### config.mk
export PLATFORM = sky130hd
export DESIGN_NAME = ov7670_pixel_capture
export DESIGN_NICKNAME = d
export VERILOG_FILES = /design/src/rtl/ov7670_pkg.sv /design/src/rtl/ov7670_pixel_assembler.sv /design/src/rtl/ov7670_pixel_capture.sv
export SDC_FILE = /design/constraint.sdc
export NUM_CORES = 1
export LEC_CHECK = 0
export BUFFER_PORTS_ARGS = -buffer_cell sky130_fd_sc_hd__buf_2
export CAP_MARGIN = 25
export CORE_MARGIN = 4
export CORE_UTILIZATION = 41
export DETAILED_ROUTE_END_ITERATION = 6
export PLACE_DENSITY = 0.67
export SETUP_SLACK_MARGIN = 0.2
export SYNTH_ARGS = -nofsm -noshare
export SYNTH_HDL_FRONTEND = slang
export SYNTH_HIERARCHICAL = 1
export SYNTH_SLANG_ARGS = --single-unit
### constraint.sdc
create_clock -name clk -period 1.75 [get_ports clk]
set_input_delay 0.175 -clock clk [delete_from_list [all_inputs] [get_ports clk]]
set_output_delay 0.175 -clock clk [all_outputs]
set_load 0.1 [all_outputs]
### src/rtl/ov7670_pkg.sv
// Shared types and constants for the OV7670 capture path.
package ov7670_pkg;

    typedef enum logic [1:0] {
        IDLE   = 2'd0,
        SYNC   = 2'd1,
        ACTIVE = 2'd2,
        DONE   = 2'd3
    } capture_state_t;

    localparam logic [1:0] ST_IDLE   = 2'd0;
    localparam logic [1:0] ST_SYNC   = 2'd1;
    localparam logic [1:0] ST_ACTIVE = 2'd2;
    localparam logic [1:0] ST_DONE   = 2'd3;

    localparam int VGA_H_ACTIVE  = 640;
    localparam int VGA_V_ACTIVE  = 480;
    localparam int QVGA_H_ACTIVE = 320;
    localparam int QVGA_V_ACTIVE = 240;
    localparam int BYTES_RGB565  = 2;

    // Byte-phase counter width; never narrower than one bit.
    function automatic int ph_width(input int bytes_per_pix);
        return (bytes_per_pix > 1) ? $clog2(bytes_per_pix) : 1;
    endfunction

endpackage

### src/rtl/ov7670_pixel_assembler.sv
// Shifts camera bytes into a pixel word; first byte ends up in the MSBs.
module ov7670_pixel_assembler
    import ov7670_pkg::*;
#(
    parameter int DATA_W        = 8,
    parameter int BYTES_PER_PIX = 2
) (
    input  logic                              clk,
    input  logic                              reset,
    input  logic                              clear,
    input  logic                              shift_en,
    input  logic [DATA_W-1:0]                 cam_data,
    output logic [DATA_W*BYTES_PER_PIX-1:0]   pixel,
    output logic                              pixel_done,
    output logic [ph_width(BYTES_PER_PIX)-1:0] byte_ph
);
    localparam int PIX_W = DATA_W * BYTES_PER_PIX;
    localparam int PH_W  = ph_width(BYTES_PER_PIX);
    localparam logic [PH_W-1:0] LAST_PH = PH_W'(BYTES_PER_PIX - 1);

    logic [PIX_W-1:0] shift_q;

    // The completed word includes the byte being sampled this cycle.
    assign pixel      = (shift_q << DATA_W) | PIX_W'(cam_data);
    assign pixel_done = shift_en && (byte_ph == LAST_PH);

    always_ff @(posedge clk) begin
        if (!reset) begin
            shift_q <= '0;
            byte_ph <= '0;
        end else if (clear) begin
            byte_ph <= '0;
        end else if (shift_en) begin
            shift_q <= pixel;
            byte_ph <= pixel_done ? '0 : byte_ph + 1'b1;
        end
    end

endmodule

### src/rtl/ov7670_pixel_capture.sv
// OV7670 frame qualification, pixel assembly, geometry checks and valid/ready output stage.
module ov7670_pixel_capture
    import ov7670_pkg::*;
#(
    parameter int DATA_W        = 8,
    parameter int BYTES_PER_PIX = 2,
    parameter int H_ACTIVE      = 640,
    parameter int V_ACTIVE      = 480,
    parameter int SKIP_W        = 4
) (
    input  logic                            clk,
    input  logic                            reset,
    input  logic                            cap_en,
    input  logic                            continuous,
    input  logic [SKIP_W-1:0]               frame_skip,
    input  logic                            vsync,
    input  logic                            href,
    input  logic [DATA_W-1:0]               cam_data,
    output logic [DATA_W*BYTES_PER_PIX-1:0] pix_data,
    output logic                            pix_valid,
    input  logic                            pix_ready,
    output logic [$clog2(H_ACTIVE)-1:0]     pix_col,
    output logic [$clog2(V_ACTIVE)-1:0]     pix_row,
    output logic                            frame_start,
    output logic                            frame_done,
    output logic                            busy,
    output logic                            err_line,
    output logic                            err_frame,
    output logic                            err_overflow,
    output logic [1:0]                      state_dbg
);
    // pix_valid/pix_ready: a pixel transfers on every posedge where both are high;
    // while pix_valid is high and pix_ready low, pix_data/col/row hold steady.
    localparam int PIX_W  = DATA_W * BYTES_PER_PIX;
    localparam int COL_W  = $clog2(H_ACTIVE);
    localparam int ROW_W  = $clog2(V_ACTIVE);
    localparam int CCNT_W = $clog2(H_ACTIVE + 1);
    localparam int RCNT_W = $clog2(V_ACTIVE + 1);
    localparam int PH_W   = ph_width(BYTES_PER_PIX);
    localparam logic [CCNT_W-1:0] H_MAX = CCNT_W'(H_ACTIVE);
    localparam logic [RCNT_W-1:0] V_MAX = RCNT_W'(V_ACTIVE);

    logic [1:0]        state;
    logic [SKIP_W-1:0] skip_cnt;
    logic [CCNT_W-1:0] col_cnt;
    logic [RCNT_W-1:0] row_cnt;
    logic              vsync_q, href_q;
    logic              line_excess, started;
    logic              vs_rise, vs_fall, line_end, capture, new_pix;
    logic              asm_done;
    logic [PIX_W-1:0]  asm_pixel;
    logic [PH_W-1:0]   byte_ph;

    assign vs_rise  = vsync && !vsync_q;
    assign vs_fall  = !vsync && vsync_q;
    assign capture  = (state == ST_ACTIVE) && href && !vs_rise;
    assign line_end = (state == ST_ACTIVE) && href_q && !href && !vs_rise;
    // Pixels past the line or frame geometry are discarded, not forwarded.
    assign new_pix  = asm_done && (col_cnt < H_MAX) && (row_cnt < V_MAX);

    assign busy      = (state != ST_IDLE);
    assign state_dbg = state;

    ov7670_pixel_assembler #(
        .DATA_W        (DATA_W),
        .BYTES_PER_PIX (BYTES_PER_PIX)
    ) u_assembler (
        .clk        (clk),
        .reset      (reset),
        .clear      ((state != ST_ACTIVE) || line_end),
        .shift_en   (capture),
        .cam_data   (cam_data),
        .pixel      (asm_pixel),
        .pixel_done (asm_done),
        .byte_ph    (byte_ph)
    );

    always_ff @(posedge clk) begin
        if (!reset) begin
            state       <= ST_IDLE;
            skip_cnt    <= '0;
            col_cnt     <= '0;
            row_cnt     <= '0;
            vsync_q     <= 1'b0;
            href_q      <= 1'b0;
            line_excess <= 1'b0;
            started     <= 1'b0;
            frame_start <= 1'b0;
            frame_done  <= 1'b0;
            err_line    <= 1'b0;
            err_frame   <= 1'b0;
        end else begin
            vsync_q     <= vsync;
            href_q      <= href;
            frame_start <= 1'b0;
            frame_done  <= 1'b0;
            case (state)
                ST_IDLE: begin
                    if (cap_en) begin
                        state    <= ST_SYNC;
                        skip_cnt <= frame_skip;
                    end
                end
                ST_SYNC: begin
                    if (!cap_en) begin
                        state <= ST_IDLE;
                    end else if (vs_fall) begin
                        if (skip_cnt != '0) begin
                            skip_cnt <= skip_cnt - 1'b1;
                        end else begin
                            state       <= ST_ACTIVE;
                            col_cnt     <= '0;
                            row_cnt     <= '0;
                            line_excess <= 1'b0;
                            started     <= 1'b0;
                        end
                    end
                end
                ST_ACTIVE: begin
                    if (vs_rise) begin
                        // An open line is abandoned; only frame-level checks apply.
                        frame_done <= 1'b1;
                        if (row_cnt != V_MAX) err_frame <= 1'b1;
                        if (continuous && cap_en) begin
                            state    <= ST_SYNC;
                            skip_cnt <= frame_skip;
                        end else begin
                            state <= ST_DONE;
                        end
                    end else begin
                        if (line_end) begin
                            if (col_cnt != H_MAX || byte_ph != '0 || line_excess) err_line <= 1'b1;
                            col_cnt     <= '0;
                            line_excess <= 1'b0;
                            if (row_cnt != V_MAX) row_cnt <= row_cnt + 1'b1;
                        end
                        if (asm_done) begin
                            if (col_cnt < H_MAX) col_cnt <= col_cnt + 1'b1;
                            else                 line_excess <= 1'b1;
                        end
                        if (capture && row_cnt == '0 && !started) begin
                            frame_start <= 1'b1;
                            started     <= 1'b1;
                        end
                    end
                end
                default: begin
                    if (!cap_en) state <= ST_IDLE;
                end
            endcase
        end
    end

    always_ff @(posedge clk) begin
        if (!reset) begin
            pix_data     <= '0;
            pix_col      <= '0;
            pix_row      <= '0;
            pix_valid    <= 1'b0;
            err_overflow <= 1'b0;
        end else if (new_pix) begin
            if (!pix_valid || pix_ready) begin
                pix_data  <= asm_pixel;
                pix_col   <= col_cnt[COL_W-1:0];
                pix_row   <= row_cnt[ROW_W-1:0];
                pix_valid <= 1'b1;
            end else begin
                err_overflow <= 1'b1;
            end
        end else if (pix_valid && pix_ready) begin
            pix_valid <= 1'b0;
        end
    end

endmodule

# Yosys cells after proc, flatten, opt, wreduce, memory -nomap -nowiden
# Index checks and enable logic that the tools add are counted.
[classes]
add_sub_neg = 4
n_lt_le_gt_ge = 2
eq_ne = 20
muxes = 47
bitwise = 6
n_reduce_logical = 45
[ops]
columns = ["op", "n"]
rows = [
  ["$mux W10", 7],
  ["$mux W9", 6],
  ["$mux W4", 6],
  ["$pmux W10 S2", 1],
  ["$ne A2 B2 Y1 const B", 9],
  ["$pmux W9 S2", 1],
  ["$or A16 B8 Y16", 1],
  ["$mux W1", 15],
  ["$logic_and A1 B1 Y1", 14],
  ["$mux W2", 7],
  ["$reduce_and A7 Y1", 2],
  ["$pmux W4 S3", 1],
  ["$add A10 B1 Y10 const B", 1],
  ["$lt A10 B10 Y1 const B", 1],
  ["$ne A10 B10 Y1 const B", 1],
  ["$reduce_and A2 Y1", 5],
  ["$reduce_and A5 Y1", 2],
  ["$add A9 B1 Y9 const B", 1],
  ["$logic_not A9 Y1", 1],
  ["$lt A9 B9 Y1 const B", 1],
  ["$ne A9 B9 Y1 const B", 1],
  ["$ne A2 B1 Y1 const B", 4],
  ["$logic_not A1 Y1", 6],
  ["$ne A3 B3 Y1 const B", 2],
  ["18 further kinds", 28],
]
[totals]
ff_bits = 79
out_inout_bits = 44
elab_cells = 143

# Logic depth before layout (Yosys ltp)
[logic_depth]
ltp_word = 9
depth_mapped = 9
mapped_depth_nobuf = 7

# By module
# Netlist, hierarchy kept.
[modules_own_cells]
columns = ["module", "instances", "cells_each", "area_per_inst_um2", "seq_area_each_um2"]
rows = [
  ["ov7670_pixel_capture", 1, 345, 3178.0, 1401.3],
  ["ov7670_pixel_assembler", 1, 48, 447.9, 180.2],
]

# Least setup slack after synthesis
# OpenSTA, ideal clock, no wires.
[synth_path]
kind = "register to register"
from = "reg state[1], in the netlist state_dbg[1]"
to = "reg pix_col[3]"
setup_time_ps = 120
arrival_ps = 2544
required_time_ps = 1630
slack_ps = -914
stages_incl_launch_ff = 9
path_cell_list = "dfxtp_1 buf_4 and2b_2 and3_1 and2_2 nand4_1 buf_4 mux2i_1 nor2b_1"
[synth_between]
elab_chain_cells = 7
[synth_rtl]
columns = ["element", "line_no", "text"]
rows = [
  ["start: declaration", "ov7670_pixel_capture.sv:43", "logic [1:0] state;"],
  ["start signal: assignment", "ov7670_pixel_capture.sv:80", "state <= ST_IDLE;"],
  ["start signal: assignment", "ov7670_pixel_capture.sv:100", "state <= ST_SYNC;"],
  ["start signal: assignment", "ov7670_pixel_capture.sv:106", "state <= ST_IDLE;"],
  ["$eq A2 B2 Y1", "ov7670_pixel_capture.sv:56", "assign capture = (state == ST_ACTIVE) && href && !vs_rise;"],
  ["$logic_and A1 B1 Y1 (2 in series)", "ov7670_pixel_capture.sv:56", ""],
  ["net capture", "ov7670_pixel_capture.sv:49", "logic vs_rise, vs_fall, line_end, capture, new_pix;"],
  ["$logic_and A1 B1 Y1", "ov7670_pixel_assembler.sv:25", "assign pixel_done = shift_en && (byte_ph == LAST_PH);"],
  ["net asm_done", "ov7670_pixel_capture.sv:50", "logic asm_done;"],
  ["$logic_and A1 B1 Y1 (2 in series)", "ov7670_pixel_capture.sv:59", "assign new_pix = asm_done && (col_cnt < H_MAX) && (row_cnt < V_MAX);"],
  ["$reduce_and A2 Y1 (no line)", "-", ""],
  ["end signal: assignment", "ov7670_pixel_capture.sv:164", "pix_col <= col_cnt[COL_W-1:0];"],
  ["end: declaration", "ov7670_pixel_capture.sv:22", "output logic [$clog2(H_ACTIVE)-1:0] pix_col,"],
]
# The timed path passes the listed nets, and every way through them passes these cells.
# A chain may end at the register's enable or synchronous reset.

# Final worst setup path
[layout_path]
from = "reg state[0], in the netlist state_dbg[0]"
to = "reg pix_data[3]"
[layout_between]
elab_chain_cells = 7
[layout_rtl]
columns = ["element", "line_no", "text"]
rows = [
  ["$eq A2 B2 Y1", "ov7670_pixel_capture.sv:56", ""],
  ["$logic_and A1 B1 Y1 (2 in series)", "ov7670_pixel_capture.sv:56", ""],
  ["net capture", "ov7670_pixel_capture.sv:49", ""],
  ["$logic_and A1 B1 Y1", "ov7670_pixel_assembler.sv:25", ""],
  ["net asm_done", "ov7670_pixel_capture.sv:50", ""],
  ["$logic_and A1 B1 Y1 (2 in series)", "ov7670_pixel_capture.sv:59", ""],
  ["$reduce_and A2 Y1 (no line)", "-", ""],
  ["end signal: assignment", "ov7670_pixel_capture.sv:163", "pix_data <= asm_pixel;"],
  ["end: declaration", "ov7670_pixel_capture.sv:19", "output logic [DATA_W*BYTES_PER_PIX-1:0] pix_data,"],
]
# The timed path passes the listed nets, and every way through them passes these cells.

==> flow_summary.yaml <==
critical_path:
  crit_start: "state_dbg[0]"
  critPathMaxStageDelay_ps: 340
  path_depth: 10
  crit_type: "reg -> reg"
  reg2reg_from: "state_dbg[0]"
  crit_chain: "and2b_2 > and3_4 > and2_4 > nand4_1 > buf_6 > buf_12 > buf_12 > buf_16 > mux2i_1 > nor2b_1"
  ff2ff_path_depth: 10
  reg2reg_to: "pix_data[3]"
  critPathSlowestCell: "dfxtp_4"
  cp_top_family: "simple AND/OR/NAND/NOR gates"
  critPathBufInv: 4
  critPathMaxFanout: 8
  crit_path_frequent_cell: "buf_12"
  regToRegSetupSlack_ps: -100
  cp-end-kind: "flip-flop"
  cp-endpoint: "pix_data[3]"
  arrival_ps: 2090
  start_kind: "flip-flop"
  required_ps: 1990
min_path:
  min_path_cells: 3
  hold_class: "in -> reg"
sta:
  worst_pin_slew_ps: 502
  drv_slew: 0
  setup_viol: 22
  finClkSkew_ps: 18.3
  hold_viol_final: 0
  slew_headroom_pct: 66.7
  fin_crit_sh_pct: 106
  fin_ws_ps: -97.0
  rsz0062_at_grt: "true"
  max_freq_mhz: 541
  layout_min_cycle_time_ps: 1850
  setup_tns_ps: -1130
  whs_ps: 73.6
synth:
  synth_warnings: 6
  syn_avg_cell_area_um2: 9.23
  synthMuxAreaShare_pct: 9.66
  syn_nets: 417
  ys_ff_latch: 79
  seq_area_frac_synth_pct: 43.6
  synth.distinct_cells: 54
  synthArstFlopShare_pct: 0
  netlist_instances: 393
  synth_edf_count: 0
  synth_top_family_by_area: "simple AND/OR/NAND/NOR gates"
  synth_simple_gate_area_share_pct: 23.2
  synth-xor-area-share_pct: 2.17
  syn_area_um2: 3630
  synth_compound_area_share_pct: 13.6
  synth_top_cell_area_share_pct: 43.6
  synthAdderAreaFrac_pct: 1.73
  synthFlopType: "dfxtp_1"
  yosysTopAreaCell: "dfxtp_1"
  yosys-top-cells-area: "dfxtp_1 (44%), mux2i_1 (9.7%), nor2b_1 (6.9%)"
layout:
  fin_util_pct: 58.7
  final_cells: 614
  antennaDiodeCount: 0
  final_cell_mix: "dfxtp_1 (73), buf_2 (61), buf_4 (41), nor2b_1 (38), mux2i_1 (35)"
  final_layout_size_suffix_gt1_share_pct: 40.5
  nNetsFinal: 525
  layout_commonest_cell: "dfxtp_1"
  areaGrowthSynthToFinish_pct: 40.5
place:
  port_buffers: 62
  dp_hpwl_um: 5980
  post-place-cells: 573
  place_congestion: 0.865
job:
  max_cap_viol_count: 0
cts:
  htree_levels: 3
  cts-root-buf: "clkbuf_8"
  clk_latency_ps: 360
  holdBufCountCts: 0
  clk_pin_slew_worst_paths_ps: 80
  cts_tree: "yes"
  cts_sinks: 79
  clockBufferDepth: 2
  numCtsBuffers: 9
route:
  routed_wl_um: 9300
  drtAntennaViolNets: 0
  drtPass1Iterations: 4
  drc: 0
  drt_first_iter_violations: 111
  vias: 3183
  routedWlPerCell_um: 15.2
  viasPerCell: 5.18
power:
  power_leakage_nw: 2.21
  p_seq_share_pct: 50.3
  swShare_pct: 23.3
  power_frac_comb_pct: 7.3
  p_switching_uw: 843
  power_density_nw_per_um2: 710
  ir_worst_vdd_v: 0.000389
  intPower_mw: 2.77
  power.share.clock_pct: 42.3
grt:
  grt_overflow: 0
  grt_max_degree: 33
  grt_usage_pct: 18.4
  grt_pass1_wl_um: 15200
  grt_pass1_vias: 3133
  antenna_found_initial: 0
run_status:
  violations: "negative setup slack"
  status: "complete, but fails checks"
floorplanning:
  num_rows: 34
  dieArea_um2: 10400
  die_y_um: 102
  core-area_um2: 8680
  fp.dieW_um: 102
  pin_count: 63
  start_util_pct: 41.8
## cell usage after synthesis (2+ instances only)
library cell and instances:
a211oi_1 2, a21boi_0 3, a21oi_1 19, a31oi_1 10, and2_1 5, and3_1 3, buf_2 3, buf_4 12
buf_6 3, clkbuf_1 7, dfxtp_1 79, ha_1 5, inv_1 14, mux2i_1 35, nand2_1 31, nand2b_1 5
nand3_1 14, nand4_1 6, nor2_1 30, nor2b_1 40, nor3_1 7, nor4_1 2, o211a_1 2, o211ai_1 2
o21a_1 4, o21ai_0 13, o22ai_1 2, xnor2_1 9
## what timing repair did
| action | 4_1_cts | 5_1_grt |
|---|---|---|
| setup endpoints to repair | 60 | 64 |
| resized for setup | 53 | 17 |
| pin swaps | 15 | 5 |
| cloned | 4 | 0 |
| setup buffers | 16 | 5 |
| endpoints found under the hold margin | 0 | 0 |
## worst register-to-register path, stage by stage, from the launching register on
cell and delay [ps]:
dfxtp_4 340, and2b_2 210, and3_4 170, and2_4 150
nand4_1 110, buf_6 180, buf_12 130, buf_12 120
buf_16 140, mux2i_1 140, nor2b_1 60
## through the flow
step	setup slack [ps]	cell area, um2	power [mW]
after floorplan	-408	3790	2.03
after global placement	7.41	4320	2.10
after detailed placement	-53.0	4320	2.11
after CTS	-46.7	4980	3.63
after global routing	-202	5090	3.75
final	-97.0	5090	3.62
## layout make-up
class,count,area [um2]
fillers,759,3580
multi-input cells,275,2120
flip-flops and latches,79,1600
repair buffers,122,965
clock buffers,11,141
well taps,108,135
clock inverters,5,78.8
inverters,14,55.1
## kinds of logic (layout without fill, tap and decap cells)
group,after synthesis,after routing
muxes,35,35
buffers and inverters,39,152
adders and majority gates,5,5
AOI/OAI and AO/OA,70,70
xor gates and xnor gates,9,9
and+or+nand+nor,156,156
DFF,79,79
## flip-flops by register name (all words and copies together), names as in the netlist, 2 cells and up
| register | cells |
|---|---|
| u_assembler/shift_q | 8 |
| skip_cnt | 4 |
| col_cnt | 10 |
| pix_data | 16 |
| pix_row | 9 |
| row_cnt | 9 |
| pix_col | 10 |
| state_dbg | 2 |
## per-layer routing
metal | GRT usage [%] | vias to the layer above | routed length (um)
li1 | - | 1581 | -
met5 | 0 | - | 0
met4 | 7.16 | 0 | 208
met1 | 24.2 | 1490 | 4130
met2 | 29.2 | 95 | 4480
met3 | 4.30 | 17 | 484
## power groups by stage
stage	sequential [mW]	combinational [mW]	clock (mW)
floorplan	1.88	0.159	0
global placement	1.86	0.238	0
detailed placement	1.86	0.244	0
CTS	1.82	0.254	1.56
global route	1.82	0.294	1.63
finish	1.82	0.265	1.53
## worst min-delay path by stage
stage,startpoint,slack (ps),end
after floorplan,href,300,href_q
after global placement,vsync,420,vsync_q
after detailed placement,vsync,430,vsync_q
after CTS,cam_data[5],60,u_assembler/shift_q[5]
after global routing,cam_data[5],60,u_assembler/shift_q[5]
final,cam_data[7],70,u_assembler/shift_q[7]
No activity file was read; power rests on OpenSTA's default activity.
